**src/rtl/serial_adder_ctrl_pkg.sv**
```systemverilog
// Shared definitions for the bit-serial add sequencer: state encoding and
// the two 1-bit full-adder cell functions (exact and AproximateAdder).
package serial_adder_ctrl_pkg;

    localparam logic [1:0] ST_IDLE = 2'd0;
    localparam logic [1:0] ST_RUN  = 2'd1;
    localparam logic [1:0] ST_DONE = 2'd2;

    typedef enum logic [1:0] {
        S_IDLE = ST_IDLE,
        S_RUN  = ST_RUN,
        S_DONE = ST_DONE
    } state_e;

    // Exact full adder, returns {cout, s}.
    function automatic logic [1:0] exact_fa(input logic a, input logic b, input logic c);
        logic s_v;
        logic co_v;
        s_v  = a ^ b ^ c;
        co_v = (a & b) | (c & (a ^ b));
        return {co_v, s_v};
    endfunction

    // AproximateAdder cell: carry is the exact majority, sum is its inverse.
    // Wrong sum only for the all-zero and all-one input patterns.
    function automatic logic [1:0] approx_fa(input logic a, input logic b, input logic c);
        logic co_v;
        co_v = (a & b) | (b & c) | (a & c);
        return {co_v, ~co_v};
    endfunction

endpackage

```
**src/rtl/serial_adder_ctrl_if.sv**
```systemverilog
// Start/done handshake and operand/result bus between the filter control FSM
// (master) and the serial adder (slave).
interface serial_adder_ctrl_if #(
    parameter int WIDTH = 8
);
    logic             start;
    logic [WIDTH-1:0] a_in;
    logic [WIDTH-1:0] b_in;
    logic             cin;
    logic             busy;
    logic             done;
    logic [WIDTH-1:0] sum;
    logic             cout;

    modport master (
        output start, a_in, b_in, cin,
        input  busy, done, sum, cout
    );

    modport slave (
        input  start, a_in, b_in, cin,
        output busy, done, sum, cout
    );
endinterface

```
**src/rtl/serial_adder_ctrl_fa_cell_sel.sv**
```systemverilog
// One AproximateAdder cell and one exact full adder, with a select that
// chooses which pair of S/Cout results drives the serial datapath.
module AproximateAdder
    import serial_adder_ctrl_pkg::*;
(
    input  logic a_i,
    input  logic b_i,
    input  logic cin_i,
    output logic s_o,
    output logic cout_o
);
    assign {cout_o, s_o} = approx_fa(a_i, b_i, cin_i);
endmodule

module fa_cell_sel
    import serial_adder_ctrl_pkg::*;
(
    input  logic a_i,
    input  logic b_i,
    input  logic cin_i,
    input  logic approx_i,
    output logic s_o,
    output logic cout_o
);
    logic ap_s_s;
    logic ap_co_s;
    logic ex_s_s;
    logic ex_co_s;

    AproximateAdder u_apx (
        .a_i    (a_i),
        .b_i    (b_i),
        .cin_i  (cin_i),
        .s_o    (ap_s_s),
        .cout_o (ap_co_s)
    );

    assign {ex_co_s, ex_s_s} = exact_fa(a_i, b_i, cin_i);

    assign s_o    = approx_i ? ap_s_s  : ex_s_s;
    assign cout_o = approx_i ? ap_co_s : ex_co_s;
endmodule

```
**src/rtl/serial_adder_ctrl.sv**
```systemverilog
// Bit-serial add sequencer: one full-adder cell reused over WIDTH clocks, LSB first,
// with the low APPROX_BITS positions routed through the AproximateAdder cell.
module serial_adder_ctrl
    import serial_adder_ctrl_pkg::*;
#(
    parameter int WIDTH       = 8,
    parameter int APPROX_BITS = 0
) (
    input  logic                clk,
    input  logic                rst_n,
    serial_adder_ctrl_if.slave  bus
);
    localparam int             CW       = $clog2(WIDTH);
    localparam logic [CW-1:0]  LAST     = CW'(WIDTH - 1);
    localparam logic [CW:0]    APPROX_L = (CW + 1)'(APPROX_BITS);

    state_e           state_q;
    logic [CW-1:0]    count_q;
    logic             carry_q;
    logic [WIDTH-1:0] a_sh_q;
    logic [WIDTH-1:0] b_sh_q;
    logic [WIDTH-1:0] s_sh_q;
    logic [WIDTH-1:0] sum_q;
    logic             cout_q;
    logic             busy_q;
    logic             done_q;

    logic             use_approx_s;
    logic             cell_s_s;
    logic             cell_co_s;
    logic [WIDTH-1:0] s_sh_d;

    assign use_approx_s = ({1'b0, count_q} < APPROX_L);
    assign s_sh_d       = {cell_s_s, s_sh_q[WIDTH-1:1]};

    fa_cell_sel u_cell (
        .a_i      (a_sh_q[0]),
        .b_i      (b_sh_q[0]),
        .cin_i    (carry_q),
        .approx_i (use_approx_s),
        .s_o      (cell_s_s),
        .cout_o   (cell_co_s)
    );

    // Sequencer FSM with all datapath registers and registered handshake outputs.
    always_ff @(posedge clk or negedge rst_n) begin
        if (!rst_n) begin
            state_q <= S_IDLE;
            count_q <= '0;
            carry_q <= 1'b0;
            a_sh_q  <= '0;
            b_sh_q  <= '0;
            s_sh_q  <= '0;
            sum_q   <= '0;
            cout_q  <= 1'b0;
            busy_q  <= 1'b0;
            done_q  <= 1'b0;
        end else begin
            case (state_q)
                S_IDLE: begin
                    if (bus.start) begin
                        a_sh_q  <= bus.a_in;
                        b_sh_q  <= bus.b_in;
                        carry_q <= bus.cin;
                        count_q <= '0;
                        busy_q  <= 1'b1;
                        state_q <= S_RUN;
                    end else begin
                        state_q <= S_IDLE;
                    end
                end
                S_RUN: begin
                    carry_q <= cell_co_s;
                    s_sh_q  <= s_sh_d;
                    a_sh_q  <= a_sh_q >> 1;
                    b_sh_q  <= b_sh_q >> 1;
                    count_q <= count_q + CW'(1);
                    if (count_q == LAST) begin
                        // Final bit: publish the result straight from the cell outputs.
                        sum_q   <= s_sh_d;
                        cout_q  <= cell_co_s;
                        done_q  <= 1'b1;
                        state_q <= S_DONE;
                    end else begin
                        state_q <= S_RUN;
                    end
                end
                S_DONE: begin
                    done_q  <= 1'b0;
                    busy_q  <= 1'b0;
                    state_q <= S_IDLE;
                end
                default: begin
                    done_q  <= 1'b0;
                    busy_q  <= 1'b0;
                    state_q <= S_IDLE;
                end
            endcase
        end
    end

    assign bus.busy = busy_q;
    assign bus.done = done_q;
    assign bus.sum  = sum_q;
    assign bus.cout = cout_q;
endmodule

```
**src/flat_wrapper.sv**
```systemverilog
// flat-port wrapper written by rule: the top's interface ports become plain ports
module serial_adder_ctrl_flat import serial_adder_ctrl_pkg::*;
#(
    parameter int WIDTH       = 8,
    parameter int APPROX_BITS = 0
)
  (clk, rst_n, bus_start, bus_a_in, bus_b_in, bus_cin, bus_busy, bus_done, bus_sum, bus_cout);
  serial_adder_ctrl_if #(.WIDTH(WIDTH)) bus_i ();
  input  logic clk;
  input  logic rst_n;
  input wire logic [$bits(bus_i.start)-1:0] bus_start;
  input wire logic [$bits(bus_i.a_in)-1:0] bus_a_in;
  input wire logic [$bits(bus_i.b_in)-1:0] bus_b_in;
  input wire logic [$bits(bus_i.cin)-1:0] bus_cin;
  output wire logic [$bits(bus_i.busy)-1:0] bus_busy;
  output wire logic [$bits(bus_i.done)-1:0] bus_done;
  output wire logic [$bits(bus_i.sum)-1:0] bus_sum;
  output wire logic [$bits(bus_i.cout)-1:0] bus_cout;
  assign bus_i.start = bus_start;
  assign bus_i.a_in = bus_a_in;
  assign bus_i.b_in = bus_b_in;
  assign bus_i.cin = bus_cin;
  assign bus_busy = bus_i.busy;
  assign bus_done = bus_i.done;
  assign bus_sum = bus_i.sum;
  assign bus_cout = bus_i.cout;
  serial_adder_ctrl #(.WIDTH(WIDTH), .APPROX_BITS(APPROX_BITS)) u_core (.clk(clk), .rst_n(rst_n), .bus(bus_i));
endmodule
```
**config.mk**
```make
export PLATFORM = sky130hd
export DESIGN_NAME = serial_adder_ctrl_flat
export DESIGN_NICKNAME = d
export VERILOG_FILES = /design/src/rtl/serial_adder_ctrl_pkg.sv /design/src/rtl/serial_adder_ctrl_if.sv /design/src/rtl/serial_adder_ctrl_fa_cell_sel.sv /design/src/rtl/serial_adder_ctrl.sv /design/src/flat_wrapper.sv
export SDC_FILE = /design/constraint.sdc
export NUM_CORES = 1
export LEC_CHECK = 0
export BUFFER_PORTS_ARGS = -buffer_cell sky130_fd_sc_hd__buf_2
export CAP_MARGIN = 30
export CELL_PAD_IN_SITES_DETAIL_PLACEMENT = 0
export CELL_PAD_IN_SITES_GLOBAL_PLACEMENT = 2
export CORE_MARGIN = 4
export CORE_UTILIZATION = 40
export DETAILED_ROUTE_END_ITERATION = 16
export PLACE_DENSITY = 0.87
export SETUP_SLACK_MARGIN = 0.5
export SLEW_MARGIN = 20
export SYNTH_ARGS = -nofsm -noshare
export SYNTH_HDL_FRONTEND = slang
export SYNTH_SLANG_ARGS = --single-unit
```
**constraint.sdc**
```tcl
create_clock -name clk -period 2.4 [get_ports clk]
set_input_delay 0.12 -clock clk [delete_from_list [all_inputs] [get_ports clk]]
set_output_delay 0.12 -clock clk [all_outputs]
set_load 0.01 [all_outputs]
```
-- After elaboration in Yosys (flattened, before gate mapping)
Index checks and enable logic that the tools add are counted.
W data, S select, Z words.
- logic and storage cells: 43
- memory bits (writable): 0
- memories: 0
- bits in latches: 0
- bits in read-only memories: 0
- bits in registers: 41
- output and inout bits: 11
- shift-type cells: 0
- reduce and logical (&&, ||, !) cells: 6
- div/mod/pow operators: 0
- equal/unequal tests: 4
- multiply operators: 0
- add/sub/neg operators: 1
- bitwise gates (word level): 7
- order comparisons: 0
- muxes and demuxes: 15
- operators with widths (operator ; number):
    $pmux W8 S2 ; 2
    $mux W8 ; 2
    $reduce_and A2 Y1 ; 4
    $pmux W1 S2 ; 3
    $pmux W3 S2 ; 1
    $mux W1 ; 4
    $pmux W2 S2 ; 1
    $add A3 B1 Y3 const B ; 1
    $eq A3 B3 Y1 const B ; 1
    $mux W3 ; 1
    $and A1 B1 Y1 ; 2
    $eq A2 B1 Y1 const B ; 1
    $logic_not A2 Y1 ; 1
    $mux W2 ; 1
    $ne A2 B1 Y1 const B ; 1
    $ne A2 B2 Y1 const B ; 1
    $not A1 Y1 ; 2
    $reduce_bool A2 Y1 ; 1
    $xor A1 B1 Y1 ; 2
    $or A1 B1 Y1 ; 1

-- Longest topological paths before layout
Gate-level depths: netlist of run 1.
- depth after elaboration: 4
- mapped depth: 5
- mapped depth without buffers: 4

-- Modules after synthesis
Synthesis of run 1 repeated with hierarchy kept, for this count alone.
- cell total of the unflattened synthesis: 133
- area, all modules: 1875.5 sq um
- modules (own cells, without submodules) (module ; instances ; area an instance (sq um) ; cells each):
    serial_adder_ctrl ; 1 ; 1813.0 ; 127
    fa_cell_sel ; 1 ; 42.5 ; 3
    AproximateAdder ; 1 ; 20.0 ; 3

-- Worst setup path before layout of run 1
OpenSTA, ideal clock, no wires.
- path kind: flip-flop to flip-flop
- from: reg u_core.count_q[0]
- to: reg u_core.cout_q, in the netlist u_core.bus.cout
- arrival: 1.305 ns
- library setup time: 0.125 ns
- clock period less this slack: 1.431 ns
- required time: 2.275 ns
- stages on the path, launching flop included: 6
- path slack: 0.969 ns
- cells stage by stage: dfrtp_1 -> ha_1 -> ha_1 -> nand3b_4 -> buf_6 -> mux2_4
- cells in the longest elaborated chain, start to end: 2
- ends and longest elaborated chain (element ; RTL line ; source):
    start: declaration ; serial_adder_ctrl.sv:18 ; logic [CW-1:0] count_q;
    start signal: assignment ; serial_adder_ctrl.sv:77 ; count_q <= count_q + CW'(1);
    $eq A3 B3 Y1 ; serial_adder_ctrl.sv:78 ; if (count_q == LAST) begin
    $reduce_and A2 Y1 (no source line) ; -- ;
    end signal: assignment ; serial_adder_ctrl.sv:81 ; cout_q <= cell_co_s;
    end: declaration ; serial_adder_ctrl.sv:24 ; logic cout_q;
Every way passes these cells.
A chain may end at the register's enable or synchronous reset.

-- Worst setup path after layout of run 1
- from: reg u_core.state_q[0]
- to: reg u_core.count_q[0]
- cells in the longest elaborated chain, start to end: 3
- elaborated cells between the ends (all ways): 6
- classes of those cells: eq/ne: 2; mux: 1; reduce/logical: 3
- ends and longest elaborated chain (element ; RTL line ; source):
    start: declaration ; serial_adder_ctrl.sv:17 ; state_e state_q;
    start signal: assignment ; serial_adder_ctrl.sv:48 ; state_q <= S_IDLE;
    start signal: assignment ; serial_adder_ctrl.sv:67 ; state_q <= S_RUN;
    start signal: assignment ; serial_adder_ctrl.sv:69 ; state_q <= S_IDLE;
    $eq A2 B1 Y1 or $logic_not A2 Y1 (tied branches) ; serial_adder_ctrl.sv:59 ; case (state_q)
    $reduce_bool A2 Y1 (no source line) or $ne A2 B2 Y1 (tied branches) ; -- ;
    $reduce_and A2 Y1 (no source line) ; -- ;
Several ways; a longest one is shown, not always the timed one.

==> results of run 1 <==
-- power groups by stage --
stage / clock network (mW) / logic (mW) / registers [mW]
2_1_floorplan: 0 / 0.867 / 1.20
3_3_place_gp: 0 / 1.03 / 1.21
3_5_place_dp: 0 / 1.07 / 1.22
4_1_cts: 0.567 / 1.07 / 1.21
5_1_grt: 0.595 / 1.20 / 1.26
6_report: 0.551 / 1.06 / 1.21
-- cell families after synthesis --
kind of cell,after synthesis,synth area share
compound gates,23,0.0969
fa+ha+maj,3,0.0234
buf+inv,30,0.0858
flops,40,0.520
mux,17,0.117
simple gates,36,0.157
-- critical path, stage by stage (launching register included) --
cell      delay, ns
dfrtp_1        0.51
buf_4          0.28
o21bai_4       0.46
mux2_2         0.25
-- stage by stage --
stage	instances	setup WS, ns
2_1_floorplan	149	0.969
3_3_place_gp	221	0.904
3_5_place_dp	221	0.847
4_1_cts	230	0.847
5_1_grt	231	0.744
6_report	231	0.843
-- final timing paths --
kind,slack (ns),cells past startpoint,to,startpoint
worst max-delay path,0.84,3,u_core.count_q[0]$_DFFE_PN0P_,u_core.state_q[0]$_DFF_PN0_
worst min-delay path,0.05,2,u_core.a_sh_q[7]$_DFFE_PN0P_,bus_a_in[7]
worst max register to register,0.84,3,u_core.count_q[0]$_DFFE_PN0P_,u_core.state_q[0]$_DFF_PN0_
worst min register to register,0.51,1,u_core.bus.sum[6]$_DFFE_PN0P_,u_core.bus.sum[6]$_DFFE_PN0P_
max in group asynchronous,1.67,3,u_core.carry_q$_DFFE_PN0P_,rst_n
min in group asynchronous,0.27,2,u_core.s_sh_q[5]$_DFFE_PN0P_,rst_n
-- state kept, by name, indices dropped and copies added, names as in the netlist --
register / count
u_core.bus.sum: 8
u_core.count_q: 3
u_core.a_sh_q: 8
u_core.bus.cout: 1
u_core.bus.done: 1
u_core.s_sh_q: 7
u_core.state_q: 2
u_core.carry_q: 1
u_core.bus.busy: 1
u_core.b_sh_q: 8
-- placed cells by master, fill, tap and decap left out, drive strengths merged --
| master | n |
|---|---|
| buf | 34 |
| nor3b | 16 |
| o21bai | 1 |
| fa | 1 |
| a211oi | 15 |
| dfrtp | 40 |
| clkinvlp | 1 |
| nand3b | 1 |
| clkinv | 1 |
| dlygate4sd3 | 1 |
| inv | 17 |
| nor2b | 1 |
| nor2 | 1 |
| a21oi | 3 |
| clkbuf | 5 |
| bufinv | 1 |
| a22o | 4 |
| nor4b | 15 |
| ha | 2 |
| nand2b | 2 |
| mux2 | 17 |
-- layer usage --
layer	up-vias	track usage	part of all wire
met4	0	0.0445	0.0093
li1	590	-	-
met1	631	0.175	0.47
met2	30	0.212	0.47
met5	-	0	0
met3	5	0.0370	0.047
-- cell type report --
cell class | count | area share
Inverter | 17 | 0.0290
Timing Repair Buffer | 35 | 0.0920
Clock inverter | 3 | 0.0193
Clock buffer | 5 | 0.0313
Multi-Input combinational cell | 79 | 0.344
Tap cell | 52 | 0.0295
Sequential cell | 40 | 0.455
==> results.ini, run 1 <==
[status]
outcome=finished, final reports clean

[synthesis]
synth-async-reset-ratio=1.00
syn-cell-area_sq_um=1920
yosysTopAreaCellShare=0.520
syn-num-nets=172
synth_cell_types=21
synthFlopType=dfrtp_1
avgSynthCellArea_sq_um=12.9
ys_seq_area_frac=0.520
synth_edf_count=0
synth_common_cells=40 x dfrtp_1, 17 x inv_1, 16 x nor3b_1
synth_top_cell_by_area=dfrtp_1
synthCells=149
yosys_warnings=0
ys_seq_elements=40
synth_most_common_cell=dfrtp_1
synth_area_leaders=dfrtp_1 52%, mux2_4 7.0%, nor4b_1 6.8%

[cts]
postCtsSetupBuffers=0
ctsHtreeMaxLevel=2
cts.path.max_buffers=2
cts_made_buffers=5
cts-root-buf=clkbuf_8
clock_latency_ns=0.29
cts_resized=0
cts_tree=yes
cts_num_sinks=40
ctsHoldBuffers=1
clk_pin_slew_ns=0.08

[worst_setup_path]
critPathArrivalTime_ns=1.79
crit_type=reg2reg
end_kind=flop
path_max_fanout=27
start_kind=flop
crit_required_ns=2.64

[finish]
multiInputGateArea_sq_um=758
final_util=0.489
antennaDiodeCount=0
seq_area_sq_um=1000
finalInstanceArea_sq_um=2200
drive_gt1_frac=0.352
layout.nets=201
area_delta_synth_final_pct=14.4
fillers=416

[timing]
clock.fmax_mhz=642
rsz0062_at_grt=no
fin_setup_tns_ns=0
hold_slack_ns=0.0450
finalSetupViolCount=0
max_slew_margin=0.645
maxSlewViolCount=0
finalCriticalPeriod_ns=1.56
fin_crit_sh=0.649
hold_violations=0
skew_ns=0.00939
worst_slew_pin_slew_ns=0.532

[power_and_ir_drop]
p_total_mw=2.82
ir_drop_uv=363
p_sw_frac=0.331
seq_power_share=0.429
leakage_nw=1.03
power.density_nw_per_um2=1280
p_clk_frac=0.195
pwr-share-comb=0.376
p_int_mw=1.89
netSwitchingPower_mw=0.933

[place]
place_area_sq_um=2060
place.gp.congestion=0.732
hpwl_microns=2420
portBuffers=30

[die]
start_util=0.427
core_area_sq_um=4500
die_area_sq_um=5980
rows=24
die_h_microns=77.4
die_w_microns=77.4
ios=31

[global_routing]
grt_pass1_wl_microns=6420
first_global_vias=1335
grt_max_degree=41
antenna_found_initial=0
track_usage=0.133
grt_overflow=0

[routing]
viasPerCell=5.44
drc=0
num_vias=1256
ant_nets=0
post_drt_wl_per_cell_microns=15.9
drt_iter0_markers=49
drtPass1Iterations=4
wl_microns=3670

[flow_run]
maxCapViolCount=0

[worst_hold_path]
hold_path_class=in2reg

Power figures use the tool's default switching activity.
==> run 2: changes to the inputs <==
--- a/config.mk
+++ b/config.mk
@@ -10,9 +10,9 @@
 export CELL_PAD_IN_SITES_DETAIL_PLACEMENT = 0
 export CELL_PAD_IN_SITES_GLOBAL_PLACEMENT = 2
 export CORE_MARGIN = 4
-export CORE_UTILIZATION = 40
+export CORE_UTILIZATION = 38
 export DETAILED_ROUTE_END_ITERATION = 16
-export PLACE_DENSITY = 0.87
+export PLACE_DENSITY = 0.84
 export SETUP_SLACK_MARGIN = 0.5
 export SLEW_MARGIN = 20
 export SYNTH_ARGS = -nofsm -noshare
==> constraint.sdc (replaced) <==
create_clock -name clk -period 1.5 [get_ports clk]
set_input_delay 0.075 -clock clk [delete_from_list [all_inputs] [get_ports clk]]
set_output_delay 0.075 -clock clk [all_outputs]
set_load 0.01 [all_outputs]
==> run 2 against run 1 <==
  * Setup slack worse by 0.68 ns
  * Sequential cell count is the same
  * Clock-buffer cell count stayed put
  * Cell area rose by 41%
  * Hold slack better by 0.049 ns
  * Global-route usage up 1.4 points
  * Non-clock buffer count grew 32
  * Cell count rose by 21%
  * Routed wire length up 24%
  * Critical endpoint is now u_core.bus.sum[6]$_DFFE_PN0P_
  * Highest routed layer unchanged
==> results.ini, run 2 (same netlist as run 1, synthesis figures left out) <==
[global_routing]
grtUsageMet2=0.237  ; +0.0258
grt_max_degree=30  ; -27%
antenna_found_initial=0  ; unchanged
grt_overflow=0  ; unchanged
met3_usage=0.0442  ; +0.00718
grtUsageMet1=0.187  ; +0.0120
grt_pass1_wl_microns=7170  ; +12%
grt-busiest-layer=met2
first_global_vias=1469  ; +10%
track_usage=0.146  ; +0.0137

[cts]
cts_made_buffers=5  ; unchanged
cts-root-buf=clkbuf_8
cts.path.max_buffers=2  ; unchanged
cts_num_sinks=40  ; unchanged
clock_latency_ns=0.29  ; about the same
ctsHtreeMaxLevel=2  ; unchanged
clk_pin_slew_ns=0.08  ; about the same
cts_tree=yes

[place]
place_ws_ns=0.127  ; -0.720 ns
portBuffers=30  ; unchanged
hpwl_microns=2750  ; +13%
place.gp.congestion=0.719  ; -1.8%

[worst_setup_path]
start_kind=flop
critPathArrivalTime_ns=1.52  ; -0.27 ns
path_max_fanout=5  ; -81%
path_cells=ha_2 -> ha_4 -> nand3b_4 -> mux2_4
end_kind=flop
crit_required_ns=1.68  ; -0.96 ns
crit_type=reg2reg
slowest_delay_ns=0.40  ; -0.11 ns
cpLargestDelayFamily=flip-flops
crit_slowest_cell=dfrtp_1
r2r_end=u_core.bus.sum[6]$_DFFE_PN0P_
r2r-start=u_core.count_q[0]$_DFFE_PN0P_
worst-path-buf-inv=0  ; -1
reg2reg_depth=4  ; +1
r2r_slack_ns=0.16  ; -0.68 ns

[timing]
hold_violations=0  ; unchanged
worst_slew_pin_slew_ns=0.409  ; -0.123 ns
fin_crit_sh=0.893  ; +0.244
finalSetupViolCount=0  ; unchanged
skew_ns=0.0117  ; +0.00228 ns
maxSlewViolCount=0  ; unchanged
max_slew_margin=0.727  ; +0.0828
rsz0062_at_grt=yes
clock.fmax_mhz=747  ; +16%
finalCriticalPeriod_ns=1.34  ; -0.218 ns
fin_setup_tns_ns=0  ; unchanged
setup_ws_ns=0.161  ; -0.682 ns

[flow_run]
maxCapViolCount=0  ; unchanged

[die]
die_w_microns=79.2  ; +2.3%
rows=25  ; +4.2%
start_util=0.399  ; -0.0277
core_area_sq_um=4820  ; +6.9%
die_area_sq_um=6270  ; +4.7%
die_h_microns=79.2  ; +2.3%
ios=31  ; unchanged

[routing]
post_drt_wl_per_cell_microns=16.3  ; +2.9%
num_vias=1404  ; +12%
ant_nets=0  ; unchanged
wl_microns=4550  ; +24%
drc=0  ; unchanged
viasPerCell=5.03  ; -7.4%
drt_iter0_markers=42  ; -14%
drtPass1Iterations=4  ; unchanged

[power_and_ir_drop]
pwr-share-comb=0.530  ; +0.154
leakage_nw=1.43  ; +38%
seq_power_share=0.323  ; -0.106
ir_drop_uv=793  ; +120%
p_int_mw=4.04  ; +110%
power.density_nw_per_um2=1970  ; +53%
netSwitchingPower_mw=2.05  ; +120%
p_clk_frac=0.146  ; -0.049
p_sw_frac=0.337  ; +0.00584

[finish]
antennaDiodeCount=0  ; unchanged
layout_common_cells=38 x dfrtp_1, 29 x buf_2, 17 x mux2_4, 16 x inv_1
fillers=368  ; -12%
area_delta_synth_final_pct=60.9
layout.nets=234  ; +16%
drive_gt1_frac=0.679  ; +0.327
final_common_cell=dfrtp_1

[worst_hold_path]
min_from=bus_b_in[6]
worstHoldPathCells=3  ; +1
hold_path_class=in2reg
holdPathEnd=u_core.b_sh_q[6]$_DFFE_PN0P_

[status]
outcome=finished, final reports clean

## run 2: changes by cell type in the layout (fill, tap and decap cells not counted), sizes merged
cell | previous run | this run
clkbuf | 5 | 9
buf | 34 | 60
dlygate4sd3 | 1 | 3
nand3b | 1 | 2
clkinvlp | 1 | 0
clkinv | 1 | 2
## run 2: layout make-up
class / count / area, sq um / area share
Clock buffer: 5 / 68.8 / 0.0222
Clock inverter: 3 / 47.5 / 0.0154
Inverter: 17 / 63.8 / 0.0206
Multi-Input combinational cell: 80 / 1200 / 0.388
Sequential cell: 40 / 1000 / 0.324
Tap cell: 67 / 83.8 / 0.0271
Timing Repair Buffer: 67 / 627 / 0.202
## run 2: worst min-delay path, cell delays in order
cell      delay [ns]
buf_2           0.10
nor4b_4         0.05
a211oi_2        0.13
## run 2: metrics by stage
| stage | power, mW | hold slack (ns) | util | instances | instance area (sq um) |
|---|---|---|---|---|---|
| floorplan | 3.89 | -0.221 | - | 149 | 2300 |
| global placement | 4.22 | 0.124 | 0.513 | 241 | 2470 |
| detailed placement | 4.35 | 0.139 | 0.513 | 241 | 2470 |
| CTS | 5.74 | 0.0941 | 0.591 | 267 | 2850 |
| global route | 6.47 | 0.104 | 0.643 | 279 | 3100 |
| finish | 6.09 | 0.0943 | 0.643 | 279 | 3100 |
## run 2: power groups by stage
stage          Combinational, mW  Sequential, mW  Clock, mW
2_1_floorplan               1.96            1.93          0
3_3_place_gp                2.28            1.95          0
3_5_place_dp                2.37            1.98          0
4_1_cts                     2.87            1.96      0.910
5_1_grt                     3.47            2.04      0.964
6_report                    3.23            1.97      0.892
## run 2: layer usage
metal / part of all wire / vias up
met5: 0 / -
met4: 0.014 / 0
met3: 0.040 / 9
met2: 0.50 / 33
met1: 0.45 / 702
li1: - / 660
## run 2: worst max-delay path by stage
stage	cells after the start	from	slack, ns	to
after floorplan	5	u_core.count_q[1]$_DFFE_PN0P_	0.16	u_core.bus.cout$_DFFE_PN0P_
after global placement	4	u_core.count_q[1]$_DFFE_PN0P_	0.17	u_core.bus.sum[6]$_DFFE_PN0P_
after detailed placement	4	u_core.count_q[1]$_DFFE_PN0P_	0.13	u_core.bus.sum[6]$_DFFE_PN0P_
after CTS	4	u_core.count_q[0]$_DFFE_PN0P_	0.16	u_core.bus.sum[6]$_DFFE_PN0P_
after global routing	4	u_core.count_q[1]$_DFFE_PN0P_	0.13	u_core.bus.sum[6]$_DFFE_PN0P_
final	4	u_core.count_q[0]$_DFFE_PN0P_	0.16	u_core.bus.sum[6]$_DFFE_PN0P_
## run 2: repair_timing
| action | in CTS | in global routing |
|---|---|---|
| cloned | 2 | 4 |
| hold buffers | 3 | 0 |
| setup endpoints to repair | 40 | 53 |
| pin swaps | 10 | 22 |
| buffers inserted | 13 | 8 |
| endpoints found under the hold margin | 29 | 0 |
| resized for setup | 19 | 24 |
